$ cat src/rtl/seq_detect_ctrl.sv
// Word-to-bit serializer with an overlapping pattern matcher, saturating match
// counter and sticky threshold interrupt.
module seq_detect_ctrl #(
  parameter int              DW      = 8,
  parameter int              PW      = 4,
  parameter logic [PW-1:0]   PATTERN = 4'b1011,
  parameter int              CW      = 8
) (
  input  logic          i_clk,
  input  logic          i_rstn,
  input  logic          i_en,
  input  logic          i_clr,
  input  logic [DW-1:0] i_data,
  input  logic          i_valid,
  output logic          o_ready,
  output logic          o_bit,
  output logic          o_bit_vld,
  output logic          o_match,
  output logic [CW-1:0] o_cnt,
  input  logic [CW-1:0] i_thresh,
  output logic          o_irq,
  output logic          o_busy
);

  localparam int             BW   = $clog2(DW);
  localparam int             FW   = $clog2(PW);
  localparam logic [BW-1:0]  LAST = BW'(DW - 1);
  localparam logic [FW-1:0]  FULL = FW'(PW - 1);

  typedef enum logic {S_IDLE, S_SHIFT} state_t;

  function automatic logic [CW-1:0] sat_inc(input logic [CW-1:0] v);
    return (&v) ? v : v + CW'(1);
  endfunction

  state_t          state, state_nxt;
  logic [DW-1:0]   shreg, shreg_nxt;
  logic [BW-1:0]   bitcnt, bitcnt_nxt;
  logic [PW-2:0]   hist;
  logic [FW-1:0]   fill;
  logic [PW-1:0]   window;
  logic            match_now;
  logic [CW-1:0]   cnt_nxt;
  logic            irq_hit;

  // serializer: state, shift register and bit counter
  always_ff @(posedge i_clk or negedge i_rstn) begin
    if (!i_rstn) begin
      state  <= S_IDLE;
      shreg  <= '0;
      bitcnt <= '0;
    end else begin
      state  <= state_nxt;
      shreg  <= shreg_nxt;
      bitcnt <= bitcnt_nxt;
    end
  end

  always_comb begin
    state_nxt  = state;
    shreg_nxt  = shreg;
    bitcnt_nxt = bitcnt;
    o_ready    = 1'b0;
    o_busy     = 1'b0;
    o_bit_vld  = 1'b0;
    o_bit      = 1'b0;
    case (state)
      S_IDLE: begin
        o_ready = i_en;
        if (i_valid && i_en) begin
          shreg_nxt  = i_data;
          bitcnt_nxt = '0;
          state_nxt  = S_SHIFT;
        end
      end
      S_SHIFT: begin
        o_busy    = 1'b1;
        o_bit_vld = 1'b1;
        o_bit     = shreg[DW-1];
        // the last bit cycle doubles as the accept slot, so words stream gap-free
        o_ready   = i_en && (bitcnt == LAST);
        if (bitcnt == LAST) begin
          if (i_valid && i_en) begin
            shreg_nxt  = i_data;
            bitcnt_nxt = '0;
          end else begin
            shreg_nxt  = {shreg[DW-2:0], 1'b0};
            state_nxt  = S_IDLE;
          end
        end else begin
          shreg_nxt  = {shreg[DW-2:0], 1'b0};
          bitcnt_nxt = bitcnt + BW'(1);
        end
      end
      default: state_nxt = S_IDLE;
    endcase
  end

  // matcher: history spans word boundaries; no match until PW bits seen
  always_comb begin
    window    = {hist, o_bit};
    match_now = o_bit_vld && (fill == FULL) && (window == PATTERN);
    cnt_nxt   = match_now ? sat_inc(o_cnt) : o_cnt;
    irq_hit   = (i_thresh != '0) && (cnt_nxt >= i_thresh);
  end

  always_ff @(posedge i_clk or negedge i_rstn) begin
    if (!i_rstn) begin
      hist    <= '0;
      fill    <= '0;
      o_match <= 1'b0;
      o_cnt   <= '0;
      o_irq   <= 1'b0;
    end else if (i_clr) begin
      hist    <= '0;
      fill    <= '0;
      o_match <= 1'b0;
      o_cnt   <= '0;
      o_irq   <= 1'b0;
    end else begin
      o_match <= match_now;
      o_cnt   <= cnt_nxt;
      if (irq_hit) o_irq <= 1'b1;
      if (o_bit_vld) begin
        hist <= window[PW-2:0];
        if (fill != FULL) fill <= fill + FW'(1);
      end
    end
  end

endmodule

$ cat config.mk
export PLATFORM = sky130hd
export DESIGN_NAME = seq_detect_ctrl
export DESIGN_NICKNAME = d
export VERILOG_FILES = /design/src/rtl/seq_detect_ctrl.sv
export SDC_FILE = /design/constraint.sdc
export NUM_CORES = 1
export LEC_CHECK = 0
export CORE_MARGIN = 2
export CORE_UTILIZATION = 40
export CTS_BUF_LIST = sky130_fd_sc_hd__clkbuf_16
export CTS_CLUSTER_DIAMETER = 30
export DETAILED_ROUTE_END_ITERATION = 8
export GPL_TIMING_DRIVEN = 0
export PLACE_DENSITY = 0.68
export SYNTH_ARGS = -nofsm -noshare
export SYNTH_HDL_FRONTEND = slang
export SYNTH_SLANG_ARGS = --single-unit
$ cat constraint.sdc
create_clock -name i_clk -period 2.7 [get_ports i_clk]
set_clock_uncertainty 0.2 [all_clocks]
set_input_delay 0.54 -clock i_clk [delete_from_list [all_inputs] [get_ports i_clk]]
set_output_delay 0.54 -clock i_clk [all_outputs]
set_load 0.02 [all_outputs]
==> reports/metrics.yaml <==
cts_hold_buf: 0
cp-end-kind: "flop"
synthAdderAreaFrac: 0.09119
gr-total-overflow: 0
fin_crit_sh: 1.045
synth-simple-area-share: 0.2059
yosysWarnings: 0
synth_fp_nets: 200
hold_violations: 0
rr_endpoint: "o_irq"
finalWorstSetupSlack_ns: -0.1202
synth_compound_area_frac: 0.1208
antenna_found_initial: 0
cp_data_required_time_ns: 2.66
grt_pass1_vias: 1403
switching_share: 0.3229
cts_tree: "yes"
hpwl_um: 2682
rsz0062_at_grt: "true"
drv_slew: 0
dieArea_um2: 4646
synth_top_family_by_area: "simple AND/OR/NAND/NOR gates"
initialDrtViolationCount: 100
yosysSeqAreaShare: 0.4103
outcome: "complete, but fails checks"
ant_nets: 0
cp.arrival_ns: 2.79
synthTopCellsByArea: "dfrtp_1 41%, ha_1 9.1%, mux2_2 7.5%"
drv_cap: 0
die_w_um: 68.16
layout_common_cells: "31 x clkdlybuf4s50_1, 26 x dfrtp_1, 17 x nor2_1, 12 x inv_1"
grt_pass1_wl_um: 6196
syn_inst: 167
critPathKind: "flop to flop"
power_leakage_uw: 0.001033
start_util: 0.4146
min_period_ns: 2.820
synth_xor_area_frac: 0.02128
slew_headroom: 0.5503
ys_dominant_reg_cell: "dfrtp_1"
core_area_um2: 3971
drive_gt1_frac: 0.2217
portBuffers: 33
power.total_uw: 1483
antenna_cells: 0
synth-seq-cells: 27
critPathLaunchType: "flop"
intPower_uw: 1004
ios: 35
num_vias: 1409
rows: 23
layout_commonest_cell: "clkdlybuf4s50_1"
worstSkewPairLatency_ns: 0.26
path_max_fanout: 5
p_seq_frac: 0.397
failed_checks: "negative setup slack"
ys_types: 41
gp_congestion: 0.8270
yosys.area.top_type_share: 0.4103
cts_buffers: 3
htreeDepth: 1
wire_per_inst_um: 14.42
post-synth-top-area-cell: "dfrtp_1"
setup_viol: 1
fmax_mhz: 354.6
drt_wl_total_um: 3778
power.clock.fraction: 0.231
area_growth_pct: 39.89
dieHeight_um: 68.16
worst-slew-pin-transition_ns: 0.6745
route.detailed.drc: 0
rr_worst_depth: 11
syn_area_um2: 1647
p_sw_uw: 478.8
cts.sinks: 27
synth-edff-count: 0
p_per_area_nw_per_um2: 643.7
combPwrFrac: 0.372
synth_mux_area_frac: 0.1003
fin_nets: 246
viasPerCell: 5.378
clk_pin_slew_ns: 0.07
startpoint: "fill[0]"
postSynthAreaPerCell_um2: 9.860
timing.rr.start: "fill[0]"
grt_max_degree: 28
reg2reg_slack_ns: -0.12
whs_ns: 0.09761
clk_path_buf_depth: 2
ir_drop_mv: 0.5660
firstDrtPassIters: 4
root_buffer: "clkbuf_16"
grt_usage: 0.1762
synthArstFlopShare: 1.000
hold_path.class: "input port to async pin"
-- power by group through the flow --
stage | sequential (uW) | clock [uW] | combinational, uW
after detailed placement | 597 | 0 | 531
after floorplan | 580 | 0 | 369
after CTS | 588 | 356 | 557
after global routing | 602 | 370 | 620
final | 588 | 342 | 552
after global placement | 587 | 0 | 509
-- critical path: stages (launching register included) --
cell and delay [ns]:
dfrtp_1 0.36, ha_2 0.18, nand4b_1 0.12, or2_1 0.25, buf_6 0.14, or3_4 0.33, and2_4 0.18, ha_4 0.25
nand2b_4 0.11, a2111oi_4 0.06, a211o_1 0.28, a311oi_2 0.26
-- how the worst max path moves through the flow --
stage / end / slack (ns)
2_1_floorplan: o_irq / 0.01
3_3_place_gp: o_irq / -0.16
3_5_place_dp: o_irq / -0.19
4_1_cts: o_irq / -0.09
5_1_grt: o_irq / -0.21
6_report: o_irq / -0.12
-- flip-flops by register name (all words and copies together) (netlist names) --
name,cells
o_cnt,8
o_irq,1
hist,3
fill,2
shreg,8
o_match,1
state,1
bitcnt,3
-- metal layers --
layer,part of all wire,GRT usage,up-vias
met2,0.51,0.2985,31
met3,0.045,0.04112,4
met1,0.44,0.2257,692
li1,-,-,682
met5,0,0,-
met4,0.0098,0.04500,0
-- cell families after synthesis --
| kind of cell | count (synthesis) |
|---|---|
| flip-flops | 27 |
| AND/OR/NAND/NOR | 58 |
| adder cells (fa/ha/maj) | 12 |
| buffers and inverters | 19 |
| multiplexers | 15 |
| AO/OA/AOI/OAI | 32 |
| XOR/XNOR | 4 |
-- layout make-up --
class	count	area (um2)
timing repair buffer	42	391.6
clock buffer	3	75.07
tap	50	62.56
multi-input combinational	121	1011
fill	330	1668
inverter	12	45.04
clock inverter	1	7.507
buffer	6	33.78
sequential	27	676.9
-- metrics by stage --
step	setup slack [ns]	std cells	util	instance area [um2]	setup TNS [ns]
after CTS	-0.08660	262	0.5750	2283	-0.08660
final	-0.1202	262	0.5800	2303	-0.1202
after floorplan	0.01372	167	-	1664	0
after global placement	-0.1592	250	0.5180	2057	-0.1592
after global routing	-0.2118	262	0.5800	2303	-0.2118
after detailed placement	-0.1912	250	0.5180	2057	-0.1912
-- Yosys cell counts (all sizes together) (4+ instances only) --
library cell	number
o21ai	5
nand2	9
o22ai	6
nor2	17
mux2	12
nor4	4
a21oi	11
inv	12
nor2b	8
nand3	4
buf	4
ha	12
dfrtp	27
-- what timing repair did --
action / 4_1_cts / 5_1_grt
pin swaps: 6 / 2
gates cloned: 0 / 0
buffers inserted: 9 / 0
gates resized for setup: 14 / 4
setup endpoints to repair: 2 / 1
(Power assumes the default switching activity.)
